[src/rtl/fetch_pkg.sv]
// fetch_pkg: shared types and constants for the instruction-fetch sequencer.
//   fetch_state_t : sequencer state (BOOT, RUN, HALT, FAULT)
//   HALT_INSN     : CBZ XZR,#0 self-loop, treated as the program-end marker
//   PC_INC        : byte distance between consecutive instruction words
//   PC_W/INSTR_W/IMEM_AW : default widths shared by the interface and top
package fetch_pkg;

  typedef enum logic [1:0] {
    BOOT  = 2'd0,
    RUN   = 2'd1,
    HALT  = 2'd2,
    FAULT = 2'd3
  } fetch_state_t;

  localparam int unsigned PC_W    = 64;
  localparam int unsigned INSTR_W = 32;
  localparam int unsigned IMEM_AW = 7;

  localparam logic [31:0] HALT_INSN = 32'hb400001f;
  localparam logic [63:0] PC_INC    = 64'd4;

endpackage

[src/rtl/fetch_ctrl_if.sv]
// fetch_ctrl_if: bundle of the fetch sequencer's imem, control and IF/ID signals.
//   imem_addr/imem_q             : word address out, instruction word back
//   stall                        : hazard unit holds IF/ID
//   branch_taken/branch_target   : MEM-stage redirect
//   if_pc/if_instr/if_valid      : IF/ID boundary registers
//   halted/fault/fetch_count     : status outputs
// Modports: master = fetch_ctrl side, slave = surrounding pipeline/imem side.
interface fetch_ctrl_if
  import fetch_pkg::*;
#(
  parameter int unsigned N  = PC_W,
  parameter int unsigned IW = INSTR_W,
  parameter int unsigned AW = IMEM_AW
);

  logic [AW-1:0] imem_addr;
  logic [IW-1:0] imem_q;
  logic          stall;
  logic          branch_taken;
  logic [N-1:0]  branch_target;
  logic [N-1:0]  if_pc;
  logic [IW-1:0] if_instr;
  logic          if_valid;
  logic          halted;
  logic          fault;
  logic [31:0]   fetch_count;

  modport master (
    output imem_addr,
    input  imem_q,
    input  stall,
    input  branch_taken,
    input  branch_target,
    output if_pc,
    output if_instr,
    output if_valid,
    output halted,
    output fault,
    output fetch_count
  );

  modport slave (
    input  imem_addr,
    output imem_q,
    output stall,
    output branch_taken,
    output branch_target,
    input  if_pc,
    input  if_instr,
    input  if_valid,
    input  halted,
    input  fault,
    input  fetch_count
  );

endinterface

[src/rtl/fetch_ctrl.sv]
// fetch_ctrl: instruction-fetch sequencer. Owns the PC, addresses the
// combinational instruction memory, registers the fetched word into IF/ID,
// and handles stall, MEM-stage redirect, halt and misaligned-redirect fault.
// Ports:
//   clk   : rising-edge clock
//   reset : asynchronous, active-low reset
//   bus   : fetch_ctrl_if.master (imem address/data, stall, redirect,
//           IF/ID outputs, halted, fault, fetch_count)
module fetch_ctrl
  import fetch_pkg::*;
#(
  parameter int unsigned    N        = PC_W,
  parameter int unsigned    IW       = INSTR_W,
  parameter int unsigned    AW       = IMEM_AW,
  parameter logic [N-1:0]   RESET_PC = '0
) (
  input  logic         clk,
  input  logic         reset,
  fetch_ctrl_if.master bus
);

  fetch_state_t state;
  logic [N-1:0] pc;

  // Bits above AW+1 are ignored, so fetch wraps at 4*2^AW bytes.
  assign bus.imem_addr = pc[AW+1:2];

  // Sequencer FSM with the PC, IF/ID registers and delivery counter.
  // BOOT spends one edge without capturing so reset release skew cannot
  // produce a half-valid first fetch. In RUN a redirect outranks stall,
  // and both outrank halt detection. HALT and FAULT are left only by reset.
  always_ff @(posedge clk or negedge reset) begin
    if (!reset) begin
      state           <= BOOT;
      pc              <= RESET_PC;
      bus.if_pc       <= '0;
      bus.if_instr    <= '0;
      bus.if_valid    <= 1'b0;
      bus.halted      <= 1'b0;
      bus.fault       <= 1'b0;
      bus.fetch_count <= '0;
    end else begin
      case (state)
        BOOT: begin
          state <= RUN;
        end
        RUN: begin
          if (bus.branch_taken) begin
            // Squash the wrong-path word already sitting in IF/ID.
            bus.if_valid <= 1'b0;
            if (bus.branch_target[1:0] != 2'b00) begin
              state     <= FAULT;
              bus.fault <= 1'b1;
            end else begin
              pc <= bus.branch_target;
            end
          end else if (!bus.stall) begin
            bus.if_instr    <= bus.imem_q;
            bus.if_pc       <= pc;
            bus.if_valid    <= 1'b1;
            pc              <= pc + N'(PC_INC);
            bus.fetch_count <= bus.fetch_count + 32'd1;
            if (bus.imem_q == IW'(HALT_INSN)) begin
              state      <= HALT;
              bus.halted <= 1'b1;
            end
          end
        end
        HALT: begin
          // The halt word stays visible until decode accepts it.
          if (!bus.stall) begin
            bus.if_valid <= 1'b0;
          end
        end
        FAULT: begin
          bus.if_valid <= 1'b0;
        end
        default: begin
          state <= BOOT;
        end
      endcase
    end
  end

endmodule

[src/flat_wrapper.sv]
// flat-port wrapper written by rule: the top's interface ports become plain ports
module fetch_ctrl_flat import fetch_pkg::*;
#(
  parameter int unsigned    N        = PC_W,
  parameter int unsigned    IW       = INSTR_W,
  parameter int unsigned    AW       = IMEM_AW,
  parameter logic [N-1:0]   RESET_PC = '0
)
  (clk, reset, bus_imem_addr, bus_imem_q, bus_stall, bus_branch_taken, bus_branch_target, bus_if_pc, bus_if_instr, bus_if_valid, bus_halted, bus_fault, bus_fetch_count);
  fetch_ctrl_if #(.N(N), .IW(IW), .AW(AW)) bus_i ();
  input  logic clk;
  input  logic reset;
  output wire logic [$bits(bus_i.imem_addr)-1:0] bus_imem_addr;
  input wire logic [$bits(bus_i.imem_q)-1:0] bus_imem_q;
  input wire logic [$bits(bus_i.stall)-1:0] bus_stall;
  input wire logic [$bits(bus_i.branch_taken)-1:0] bus_branch_taken;
  input wire logic [$bits(bus_i.branch_target)-1:0] bus_branch_target;
  output wire logic [$bits(bus_i.if_pc)-1:0] bus_if_pc;
  output wire logic [$bits(bus_i.if_instr)-1:0] bus_if_instr;
  output wire logic [$bits(bus_i.if_valid)-1:0] bus_if_valid;
  output wire logic [$bits(bus_i.halted)-1:0] bus_halted;
  output wire logic [$bits(bus_i.fault)-1:0] bus_fault;
  output wire logic [$bits(bus_i.fetch_count)-1:0] bus_fetch_count;
  assign bus_imem_addr = bus_i.imem_addr;
  assign bus_i.imem_q = bus_imem_q;
  assign bus_i.stall = bus_stall;
  assign bus_i.branch_taken = bus_branch_taken;
  assign bus_i.branch_target = bus_branch_target;
  assign bus_if_pc = bus_i.if_pc;
  assign bus_if_instr = bus_i.if_instr;
  assign bus_if_valid = bus_i.if_valid;
  assign bus_halted = bus_i.halted;
  assign bus_fault = bus_i.fault;
  assign bus_fetch_count = bus_i.fetch_count;
  fetch_ctrl #(.N(N), .IW(IW), .AW(AW), .RESET_PC(RESET_PC)) u_core (.clk(clk), .reset(reset), .bus(bus_i));
endmodule
[config.mk]
export PLATFORM = sky130hd
export DESIGN_NAME = fetch_ctrl_flat
export DESIGN_NICKNAME = d
export VERILOG_FILES = /design/src/rtl/fetch_pkg.sv /design/src/rtl/fetch_ctrl_if.sv /design/src/rtl/fetch_ctrl.sv /design/src/flat_wrapper.sv
export SDC_FILE = /design/constraint.sdc
export NUM_CORES = 1
export LEC_CHECK = 0
export CORE_ASPECT_RATIO = 1.1
export CORE_MARGIN = 2
export CORE_UTILIZATION = 45
export DETAILED_ROUTE_END_ITERATION = 6
export GPL_ROUTABILITY_DRIVEN = 0
export PLACE_DENSITY = 0.74
export SLEW_MARGIN = 20
export SYNTH_ARGS = -nofsm -noshare
export SYNTH_HDL_FRONTEND = slang
export SYNTH_SLANG_ARGS = --single-unit
[constraint.sdc]
create_clock -name clk -period 3.28 [get_ports clk]
set_input_delay 0.656 -clock clk [delete_from_list [all_inputs] [get_ports clk]]
set_output_delay 0.656 -clock clk [all_outputs]
set_load 0.05 [all_outputs]
==> flow_summary.yaml, run 1 <==
clock_network:
  cts_tree: "built"
  cts_resized: 0
  cts_setup_buffers: 0
  cts_num_sinks: 197
  clock_path_buffers: 2
  postCtsHoldBufs: 0
  clkLatencyLatePin_ns: 0.45
  cts_max_level: 4
  clk_pin_slew_worst_paths_ns: 0.08
  root_buffer: "clkbuf_16"
  cts_buffers: 17
sta:
  drv_slew: 0
  fmax_mhz: 368.3
  fin_skew_ns: 0.01464
  finalSetupTns_ns: 0
  slew_headroom: 0.3464
  rsz0062_at_grt: "false"
  fin_crit_sh: 0.8279
  final-hold-violation-count: 0
  tightestPinTransition_ns: 0.9714
  setup_viol: 0
  fin_crit_ns: 2.715
place:
  postPlaceCellArea_um2: 12500
  hpwl_mm: 21.47
  portBuffers: 237
critical_path:
  critPathBufInv: 0
  critPathLaunchType: "flop"
  cp.required_ns: 3.60
  worst_path_max_delay_cell: "or4_4"
  path_cells: "ha_1 -> nand3_1 -> or3_1 -> or4_4 -> nor4_2 -> o211ai_1"
  timing.rr.start: "u_core.pc[2]"
  r2r_setup_slack_ns: 0.56
  rr_endpoint: "u_core.pc[50]"
  reg2regPathDepth: 6
  critical-path-max-stage-delay_ns: 0.65
  endpoint_kind: "flop"
  arrival_ns: 3.03
  critical-path-top-delay-family: "simple AND/OR/NAND/NOR gates"
  crit_path_max_fanout: 7
  crit_type: "flop to flop"
power:
  sw_frac_of_total: 0.3100
  total_leakage_power_nw: 5.721
  peakVddDrop_mv: 0.4085
  power_frac_seq: 0.469
  intPower_w: 0.003945
  power_density_nw_per_um2: 436.5
  power_frac_clock: 0.371
  p_comb_frac: 0.160
  switchingPower_w: 0.001773
floorplan:
  placementRows: 56
  coreArea_um2: 21370
  die_height_um: 159
  die-width_um: 144.9
  initial_core_util: 0.4599
  ioPinCount: 238
  die_area_um2: 23040
routing:
  ant_nets: 0
  wl_per_cell_um: 18.27
  drt_iter0_drc: 733
  drtPass1Iterations: 5
  viasPerCell: 5.734
  finalWirelength_mm: 29.82
  vias: 9358
  drc: 0
global_routing:
  grtUsageTotal: 0.2565
  grt_first_pass_wirelength_mm: 47.94
  gr-total-overflow: 0
  grt_max_degree: 80
  grt_pass1_vias: 8986
  antenna_found_initial: 0
synth:
  synthCells: 1124
  yosysMostFrequentCell: "nand2_1"
  ys_ff_latch: 197
  yosys-top-cells-count: "nand2_1, dfrtp_1, clkbuf_1"
  synth_edf_count: 0
  netlist_area_um2: 9828
  yosysWarnings: 0
  synth.largest_area_cell: "dfrtp_1"
  syn_avg_cell_area_um2: 8.744
  synth_ff_type: "dfrtp_1"
  yosys-top-cells-area: "dfrtp_1, nand2_1, nand3_1"
  yosysTopAreaCellShare: 0.5016
  ys_types: 68
  synth-seq-area-share: 0.5016
  postSynth.asyncResetShare: 1.000
  synth_fp_nets: 1226
layout:
  fin_area_um2: 13100
  syn2layout_area_growth_pct: 33.29
  multi_input_area_um2: 4568
  antennaDiodeCount: 0
  drive_above_1_share: 0.05887
  fill_cells: 1900
  layout.nets: 1431
  regArea_um2: 4930
worst_hold_path:
  timing.hold.worst.class: "primary input to asynchronous set/reset pin"
outcome:
  status: "completed"
run:
  drv_cap: 0
==> how the worst max path moves through the flow <==
stage                           startpoint                    endpoint  slack (ns)  cells after the start
after floorplan           bus_branch_taken  u_core.bus.fetch_count[20]        0.86                      7
after global placement           bus_stall  u_core.bus.fetch_count[20]        0.41                      6
after detailed placement         bus_stall                u_core.pc[5]        0.35                      7
after CTS                     u_core.pc[2]               u_core.pc[50]        0.60                      6
after global routing          u_core.pc[2]               u_core.pc[50]        0.42                      6
final                         u_core.pc[2]               u_core.pc[50]        0.56                      6
==> layout make-up <==
cell class                 instances  share of cell area
sequential                       197              0.3763
multi-input combinational        841              0.3487
timing repair buffer             262              0.1984
clock buffer                      17             0.03247
tap                              290             0.02770
clock inverter                    15             0.01356
inverter                          10            0.002865
==> metrics by stage <==
step             util  setup slack [ns]  hold slack (ns)  std cells  total power, W
2_1_floorplan       -            0.8648           0.3604       1124        0.003217
3_3_place_gp   0.5848            0.4122           0.4496       1600        0.003631
6_report       0.6130            0.5646           0.2431       1632        0.005718
4_1_cts        0.6130            0.5977           0.2780       1632        0.005753
3_5_place_dp   0.5848            0.3468           0.4525       1600        0.003645
5_1_grt        0.6130            0.4203           0.2862       1632        0.005942
==> metal layers <==
metal	wire (µm)	vias up	track usage
met1	12670	4522	0.3414
li1	-	4380	-
met2	14330	396	0.4255
met4	799	0	0.08686
met3	2021	60	0.04642
met5	0	-	0
==> cell families (layout without fill, tap and decap cells) <==
kind of cell,after synthesis,in the layout,synth area share
and+or+nand+nor,622,622,0.3004
DFF,197,197,0.5016
AOI/OAI and AO/OA,181,181,0.1263
buffers and inverters,86,304,0.03628
xor gates and xnor gates,31,31,0.02763
muxes,5,5,0.005220
adders and majority gates,2,2,0.002546
==> placed cells by master (no fill, tap or decap), types with 10 or more instances in the layout <==
master,netlist,final
and4_1,21,21
clkdlybuf4s50_1,0,235
and2_1,14,14
buf_4,7,23
nand2_1,338,337
nor3_1,31,31
xnor2_1,25,25
nand3_1,45,45
a311oi_1,11,11
or3_1,16,16
and3_1,27,27
inv_1,10,10
dfrtp_1,197,197
nor4_1,16,16
clkbuf_16,0,17
nand4_1,31,31
o21ai_0,42,41
a21oi_1,34,34
nor2_1,47,47
==> sequential cells by signal (all words and copies together) (netlist names) <==
signal	count
u_core.bus.fetch_count	32
u_core.bus.halted	1
u_core.bus.if_valid	1
u_core.bus.fault	1
u_core.bus.if_pc	64
u_core.state	2
u_core.bus.if_instr	32
u_core.pc	64
==> power groups by stage <==
stage	clock network (W)	logic [W]	registers (W)
6_report	0.00212	0.000915	0.00268
5_1_grt	0.00227	0.000973	0.00270
4_1_cts	0.00215	0.000921	0.00268
3_5_place_dp	0	0.000917	0.00273
3_3_place_gp	0	0.000906	0.00272
2_1_floorplan	0	0.000248	0.00297
No activity file was read; power rests on OpenSTA's default activity.
==> inputs of run 2 (changes only) <==
- PLACE_DENSITY: 0.74 -> 0.77
- clock period: 3.28 -> 2.2 ns (I/O delays scaled with it)
==> run 2 against run 1 <==
Net effect:
- clock skew about the same
- via count increased by 4.2%
- worst setup slack worse by 0.51 ns
- register-to-register slack lost 0.46 ns
- utilization rose by 4.2 points
- design area increased by 6.8%
- clock power increased by 49%
- largest cell class unchanged
- die area did not move
- sequential cell count unchanged
- combinational power is 63% higher
==> flow_summary.yaml, run 2 (same netlist as run 1, synthesis figures left out) <==
outcome:
  status: "completed"
sta:
  finalWorstSetupSlack_ns: 0.05072
  rsz0062_at_grt: "true"
  slew_headroom: 0.6199
  finalSetupTns_ns: 0
  drv_slew: 0
  fmax_mhz: 465.3
  tightestPinTransition_ns: 0.5684
  fin_crit_sh: 0.9769
  setup_viol: 0
  fin_skew_ns: 0.01419
  fin_crit_ns: 2.149
  final-hold-violation-count: 0
layout:
  final_cell_mix: "nand2_1, clkdlybuf4s50_1, dfrtp_1"
  top_regs: "u_core.bus.if_pc: 64 flops, u_core.pc: 64 flops"
  regArea_um2: 4931
  multi_input_area_um2: 4603
  fill_cells: 1741
  syn2layout_area_growth_pct: 42.32
  drive_above_1_share: 0.1271
  layout_commonest_cell: "nand2_1"
  antennaDiodeCount: 0
  post-route-util: 0.6545
  layout.nets: 1529
  fin_area_um2: 13990
routing:
  ant_nets: 0
  drc: 0
  drt_iter0_drc: 748
  finalWirelength_mm: 30.87
  viasPerCell: 5.636
  vias: 9751
  wl_per_cell_um: 17.84
  drtPass1Iterations: 7
floorplan:
  die_height_um: 159
  placementRows: 56
  die-width_um: 144.9
  ioPinCount: 238
  die_area_um2: 23040
  initial_core_util: 0.4599
  coreArea_um2: 21370
clock_network:
  clock_path_buffers: 2
  cts_tree: "built"
  clk_pin_slew_worst_paths_ns: 0.08
  cts_num_sinks: 197
  cts_buffers: 17
  clkLatencyLatePin_ns: 0.44
  cts_max_level: 4
  root_buffer: "clkbuf_16"
critical_path:
  critical-path-max-stage-delay_ns: 0.84
  arrival_ns: 1.71
  critical-path-top-delay-family: "buffers and inverters"
  critPathBufInv: 1
  crit_type: "flop to output port"
  crit_path_max_fanout: 4
  path_cells: "clkdlybuf4s50_1"
  worst_path_max_delay_cell: "clkdlybuf4s50_1"
  endpoint_kind: "output port"
  cp.required_ns: 1.76
  critPathLaunchType: "flop"
place:
  hpwl_mm: 22.79
  postPlaceCellArea_um2: 13310
  place_ws_ns: -0.2469
  portBuffers: 237
global_routing:
  grt_pass1_vias: 9710
  grt_first_pass_wirelength_mm: 50.55
  antenna_found_initial: 0
  grtUsageTotal: 0.2698
  gr-total-overflow: 0
  grt_max_degree: 63
power:
  peakVddDrop_mv: 0.4701
  power_frac_clock: 0.366
  power_frac_seq: 0.461
  power_density_nw_per_um2: 615.2
  total_leakage_power_nw: 6.476
  intPower_w: 0.006014
  switchingPower_w: 0.002590
  p_comb_frac: 0.173
  sw_frac_of_total: 0.3010
worst_hold_path:
  timing.hold.worst.class: "primary input to flop"
run:
  drv_cap: 0
-- run 2: cell types whose count changed in the layout (fill, tap and decap cells not counted), moves of 2 or more --
| cell | previous run | this run |
|---|---|---|
| dlymetal6s2s_1 | 0 | 12 |
| clkinv_4 | 1 | 3 |
| buf_4 | 23 | 112 |
| buf_12 | 3 | 11 |
| dlygate4sd2_1 | 0 | 5 |
| inv_6 | 3 | 5 |
| clkinv_8 | 4 | 2 |
| clkdlybuf4s50_1 | 235 | 218 |
| inv_8 | 5 | 2 |
-- run 2: repair_timing --
item                                    4_1_cts  5_1_grt
setup buffers                                 0        2
resized for setup                             5       19
hold buffers                                  1        0
hold endpoints to repair                     10        0
endpoints found under the setup margin        5       20
pin swaps                                     0        0
-- run 2: final timing paths --
check,from,end,slack (ns),cells past startpoint
worst max register to register,u_core.pc[20],u_core.pc[41],0.10,5
max in group asynchronous,reset,u_core.pc[5],1.00,3
worst max-delay path,u_core.bus.fetch_count[26],bus_fetch_count[26],0.05,1
worst min register to register,u_core.bus.if_pc[53],u_core.bus.if_pc[53],0.47,2
worst min-delay path,bus_branch_taken,u_core.pc[41],0.44,4
min in group asynchronous,reset,u_core.bus.fetch_count[27],0.56,2
-- run 2: power by group through the flow --
stage / logic, W / clock network (W) / registers, W
2_1_floorplan: 0.000370 / 0 / 0.00443
3_3_place_gp: 0.00147 / 0 / 0.00402
3_5_place_dp: 0.00149 / 0 / 0.00403
4_1_cts: 0.00149 / 0.00321 / 0.00396
5_1_grt: 0.00158 / 0.00337 / 0.00399
6_report: 0.00149 / 0.00315 / 0.00396
-- run 2: per-layer routing --
metal  up-vias  track usage  share of wire
met2       414       0.4556           0.49
met5         -            0              0
li1       4572            -              -
met1      4695       0.3448           0.41
met3        70      0.05559          0.067
met4         0      0.09811          0.029
-- run 2: layout make-up --
cell class                 count  share of cell area
sequential                   197              0.3525
multi-input combinational    841              0.3291
timing repair buffer         360              0.2474
clock buffer                  18             0.03068
tap                          290             0.02594
clock inverter                14             0.01163
inverter                      10            0.002684
-- run 2: through the flow --
step	total power, W	cells	hold WS (ns)
5_1_grt	0.008943	1730	0.4527
6_report	0.008604	1730	0.4450
3_3_place_gp	0.005493	1695	0.4479
4_1_cts	0.008665	1728	0.4340
2_1_floorplan	0.004797	1124	0.1444
3_5_place_dp	0.005520	1695	0.4577
==> inputs of run 3 (changes only) <==
- DONT_BUFFER_PORTS: unset -> 1
- PLACE_DENSITY: 0.77 -> 0.62
==> run 3 against run 2 <==
Net effect:
- the run now ends with negative hold slack left
- sequential power up 10%
- sequential cell count unchanged
- worst setup slack better by 0.019 ns
- cell count down 14%
- fmax up 0.87%
- die area unchanged
- wire length down 3.4%
==> flow_summary.yaml, run 3 (same netlist as run 1, synthesis figures left out) <==
floorplan:
  die-width_um: 144.9
  placementRows: 56
  ioPinCount: 238
  die_area_um2: 23040
  initial_core_util: 0.4599
  coreArea_um2: 21370
  die_height_um: 159
sta:
  setup_viol: 0
  fin_crit_ns: 2.131
  finalSetupTns_ns: 0
  slew_headroom: 0.5981
  final-hold-violation-count: 197
  tightestPinTransition_ns: 0.5973
  fmax_mhz: 469.3
  rsz0062_at_grt: "true"
  drv_slew: 0
  finalWorstSetupSlack_ns: 0.06934
  whs_ns: -0.3150
  fin_skew_ns: 0.01659
  fin_crit_sh: 0.9685
critical_path:
  worst_path_max_delay_cell: "or4_4"
  crit_type: "flop to flop"
  critPathLaunchType: "flop"
  endpoint_kind: "flop"
  rr_endpoint: "u_core.pc[28]"
  startpoint: "u_core.pc[3]"
  timing.rr.start: "u_core.pc[3]"
  r2r_setup_slack_ns: 0.07
  arrival_ns: 2.48
  cp.required_ns: 2.55
  critPathBufInv: 0
  critical-path-max-stage-delay_ns: 0.49
  crit_path_max_fanout: 5
  path_cells: "ha_2 -> nand3_2 -> or3_4 -> or4_4 -> o41a_1 -> o211ai_1"
  critical-path-top-delay-family: "simple AND/OR/NAND/NOR gates"
  reg2regPathDepth: 6
place:
  dpl.cell_count: 1457
  place_ws_ns: 0.07649
  postPlaceCellArea_um2: 10840
  portBuffers: 0
  hpwl_mm: 21.07
clock_network:
  clkLatencyLatePin_ns: 0.44
  root_buffer: "clkbuf_16"
  cts_tree: "built"
  clk_pin_slew_worst_paths_ns: 0.08
  clock_path_buffers: 2
  cts_buffers: 17
  cts_num_sinks: 197
  cts_max_level: 4
routing:
  vias: 8680
  finalWirelength_mm: 29.83
  viasPerCell: 5.822
  drtPass1Iterations: 5
  drc: 0
  wl_per_cell_um: 20.01
  drt_iter0_drc: 723
  ant_nets: 0
layout:
  syn2layout_area_growth_pct: 16.61
  top_regs: "u_core.bus.if_pc: 64 flops, u_core.pc: 64 flops"
  drive_above_1_share: 0.1526
  layout.nets: 1289
  layoutNonFillerInstCount: 1491
  final_cell_mix: "nand2_1, dfrtp_1, buf_4"
  layout_commonest_cell: "nand2_1"
  fin_area_um2: 11460
global_routing:
  gr-total-overflow: 0
  antenna_found_initial: 2
  grt_max_degree: 198
  grt_first_pass_wirelength_mm: 47.87
  grtUsageTotal: 0.2585
  grt_pass1_vias: 8527
power:
  total_leakage_power_nw: 5.319
  peakVddDrop_mv: 0.4840
  power_density_nw_per_um2: 692.6
outcome:
  violations: "negative hold slack"
  status: "finished, violations left"
run:
  drv_cap: 0
worst_hold_path:
  timing.hold.worst.class: "primary input to asynchronous set/reset pin"
## run 3: changes by cell type in the layout (fill, tap and decap cells not counted), sizes merged, moves of 2 or more
cell	before	now
clkdlybuf4s50	218	0
dlygate4sd2	5	0
clkbuf	19	17
dlymetal6s2s	12	0
diode	0	2
clkinvlp	1	3
inv	17	15
buf	123	120
## run 3: what timing repair did
action / in CTS / in global routing
gates resized for setup: 0 / 11
buffers inserted: 0 / 1
setup endpoints to repair: 0 / 10
endpoints found under the hold margin: 197 / 197
## run 3: how the worst max path moves through the flow
stage	cells after the start	end	slack, ns
after floorplan	7	u_core.bus.fetch_count[20]	0.0008
after global placement	6	u_core.pc[28]	0.12
after detailed placement	6	u_core.pc[50]	0.08
after CTS	6	u_core.pc[28]	0.05
after global routing	6	u_core.pc[28]	-0.02
final	6	u_core.pc[28]	0.07
## run 3: worst register-to-register path, stage by stage, from the launching register on
cell and delay (ns):
dfrtp_1 0.39, ha_2 0.21, nand3_2 0.11, or3_4 0.37, or4_4 0.49, o41a_1 0.33, o211ai_1 0.16
## run 3: final cells by class
| type | count | area [µm²] |
|---|---|---|
| flip-flops and latches | 197 | 4933 |
| multi-input cells | 841 | 4617 |
| inverters | 10 | 37.54 |
| well taps | 290 | 362.8 |
| clock inverters | 14 | 141.4 |
| diodes | 2 | 5.005 |
| repair buffers | 120 | 938.4 |
| clock buffers | 17 | 425.4 |
| fillers | 2029 | 9910 |
## run 3: power breakdown
part	internal [W]	leakage [nW]	switching (W)
Combinational	0.000214	2.48	0.000295
Sequential	0.00380	2.57	0.000569
Clock	0.00150	0.267	0.00156
Total	0.00552	5.32	0.00242
## run 3: stage by stage
stage | total power [W] | hold slack (ns) | utilization
floorplan | 0.004797 | 0.1444 | -
global placement | 0.004930 | 0.1485 | 0.5071
detailed placement | 0.004946 | 0.1490 | 0.5071
CTS | 0.008005 | -0.3266 | 0.5336
global route | 0.008242 | -0.3312 | 0.5361
finish | 0.007938 | -0.3150 | 0.5363
## run 3: per-layer routing
layer	part of all wire	global-route usage	wire length [µm]
met2	0.47	0.4177	14140
met3	0.079	0.07163	2355
met4	0.020	0.07786	585
met5	0	0	0
met1	0.43	0.3412	12750
==> edit: new RTL, flow settings as in run 1 <==
Change the package constant `IMEM_AW` from 7 to 6.
--- a/src/rtl/fetch_pkg.sv
+++ b/src/rtl/fetch_pkg.sv
@@ -14,7 +14,7 @@
 
   localparam int unsigned PC_W    = 64;
   localparam int unsigned INSTR_W = 32;
-  localparam int unsigned IMEM_AW = 7;
+  localparam int unsigned IMEM_AW = 6;
 
   localparam logic [31:0] HALT_INSN = 32'hb400001f;
   localparam logic [63:0] PC_INC    = 64'd4;
Interface: changed (resized bus_imem_addr); port bits go from 238 to 237. The function was not compared with the original's and may differ.
==> edit against run 1 <==
- utilization fell by 0.20 points
- sequential power hardly changed
- worst setup slack improved by 49 ps
- design area decreased by 0.33%
- fmax increased by 1.9%
- sequential share of layout area up 0.13 points
- area after synthesis about the same
- non-clock buffer count unchanged
- first-iteration DRC count fell by 12%
- clock skew fell by 4.1 ps
- wire length decreased by 0.97%
- power shrank 0.91%
- sequential cell count unchanged
- critical endpoint unchanged
- largest cell class unchanged
- highest routed layer unchanged
==> edit: results (changes against run 1) <==
drt_first_pass_iters: 7  # was 5
drt-initial-drc-count: 648  # was 733
ys_seq_area_frac: 0.502  # about the same
leakagePower_nw: 5.70  # was 5.72 nW
grt_start_max_net_pins: 72  # was 80
crit_path_max_fanout: 7  # unchanged
cts_inserted_buffers: 17  # unchanged
peakVddDrop_mv: 0.363  # was 0.409 mV
met1_usage: 0.334  # was 0.341
drive_gt1_frac: 0.0589  # unchanged
grt_pass1_wl_um: 47100  # was 47900 µm
topRoutingLayerUsed: "met4"  # unchanged
status: "finished, final reports clean"  # unchanged
fillers: 1855  # was 1900
globalRouteMet3Util: 0.0463  # was 0.0464
ys_warn_count: 0  # unchanged
post-place-ws_ps: 388  # was 347 ps
cts_setup_buffers: 0  # unchanged
use_met2: 0.428  # was 0.426
async_flop_share: 1.00  # unchanged
r2r_start: "u_core.pc[2]"  # unchanged
htreeDepth: 4  # unchanged
slowest_delay_ps: 660
reg_top3: "u_core.bus.if_pc: 64 flops, u_core.pc: 64 flops"  # unchanged
via_per_inst: 5.70  # was 5.73
synth_nets: 1225  # was 1226
track_usage: 0.256  # was 0.257
cp.arrival_ps: 2980  # was 3030 ps
tightest_slew_ps: 988  # was 971 ps
synth_cell_types: 68  # unchanged
setup_viol: 0  # unchanged
holdWs_ps: 225  # was 243 ps
clkLatencyLatePin_ps: 440
wl_met3_um: 2280  # was 2020 µm
grt_pass1_vias: 8938  # was 8986
routed_wl_um: 29500  # was 29800 µm
timing.final.ws_setup_ps: 614  # was 565 ps
synth.area.top_cells: "dfrtp_1 50%, nand2_1 13%, nand3_1 2.3%"  # unchanged
placed_area_mm2: 0.0125  # about the same
cpMaxStageDelayCell: "or4_4"  # unchanged
routed-wl-met2_um: 14300  # about the same
skew_ps: 10.6  # was 14.6 ps
nets: 1431  # unchanged
r2r_end: "u_core.pc[50]"  # unchanged
portBuffers: 236  # was 237
synth_ff_type: "dfrtp_1"  # unchanged
cts_root_buffer: "clkbuf_16"  # unchanged
final_util: 0.611  # was 0.613
hpwl_um: 21300  # was 21500 µm
rr_worst_depth: 6  # unchanged
hold_class: "primary input to asynchronous set/reset pin"  # unchanged
wl_met1_um: 12200  # was 12700 µm
-- edit: worst register-to-register path, cell delays in order, from the launching register on --
cell and delay [ps]:
dfrtp_1 460, ha_1 250, nand3_1 160, or3_1 520
or4_4 660, nor4_2 350, o211ai_1 140
-- edit: cells by family (layout without fill, tap and decap cells) --
group | count (synthesis) | count (layout) | share of synthesized area
XOR/XNOR | 31 | 31 | 0.0276
adder cells (fa/ha/maj) | 2 | 2 | 0.00255
buffers and inverters | 85 | 304 | 0.0355
multiplexers | 5 | 5 | 0.00522
flip-flops | 197 | 197 | 0.502
AND/OR/NAND/NOR | 622 | 622 | 0.301
AO/OA/AOI/OAI | 181 | 181 | 0.126
-- edit: how the worst max path moves through the flow --
stage	cells after the start	endpoint	startpoint
finish	6	u_core.pc[50]	u_core.pc[2]
CTS	6	u_core.pc[28]	u_core.pc[2]
global placement	7	u_core.pc[51]	bus_branch_target[1]
detailed placement	7	u_core.pc[51]	bus_branch_target[1]
global route	6	u_core.pc[50]	u_core.pc[2]
floorplan	7	u_core.bus.fetch_count[20]	bus_branch_taken
-- edit: power breakdown --
part	leakage [nW]	switching, mW	internal (mW)
Sequential	2.58	0.130	2.55
Clock	0.274	1.00	1.07
Combinational	2.84	0.558	0.350
Total	5.70	1.69	3.98
-- edit: area by class of cell --
class                   instances  area share
clock buffers                  18      0.0329
clock inverters                14      0.0111
inverters                      10     0.00287
multi-input cells             841       0.350
flip-flops and latches        197       0.378
well taps                     290      0.0278
repair buffers                262       0.198
-- edit: through the flow --
stage | std cells | power (mW)
after floorplan | 1123 | 3.21
after global placement | 1600 | 3.63
after detailed placement | 1600 | 3.64
after CTS | 1632 | 5.71
after global routing | 1632 | 5.88
final | 1632 | 5.67
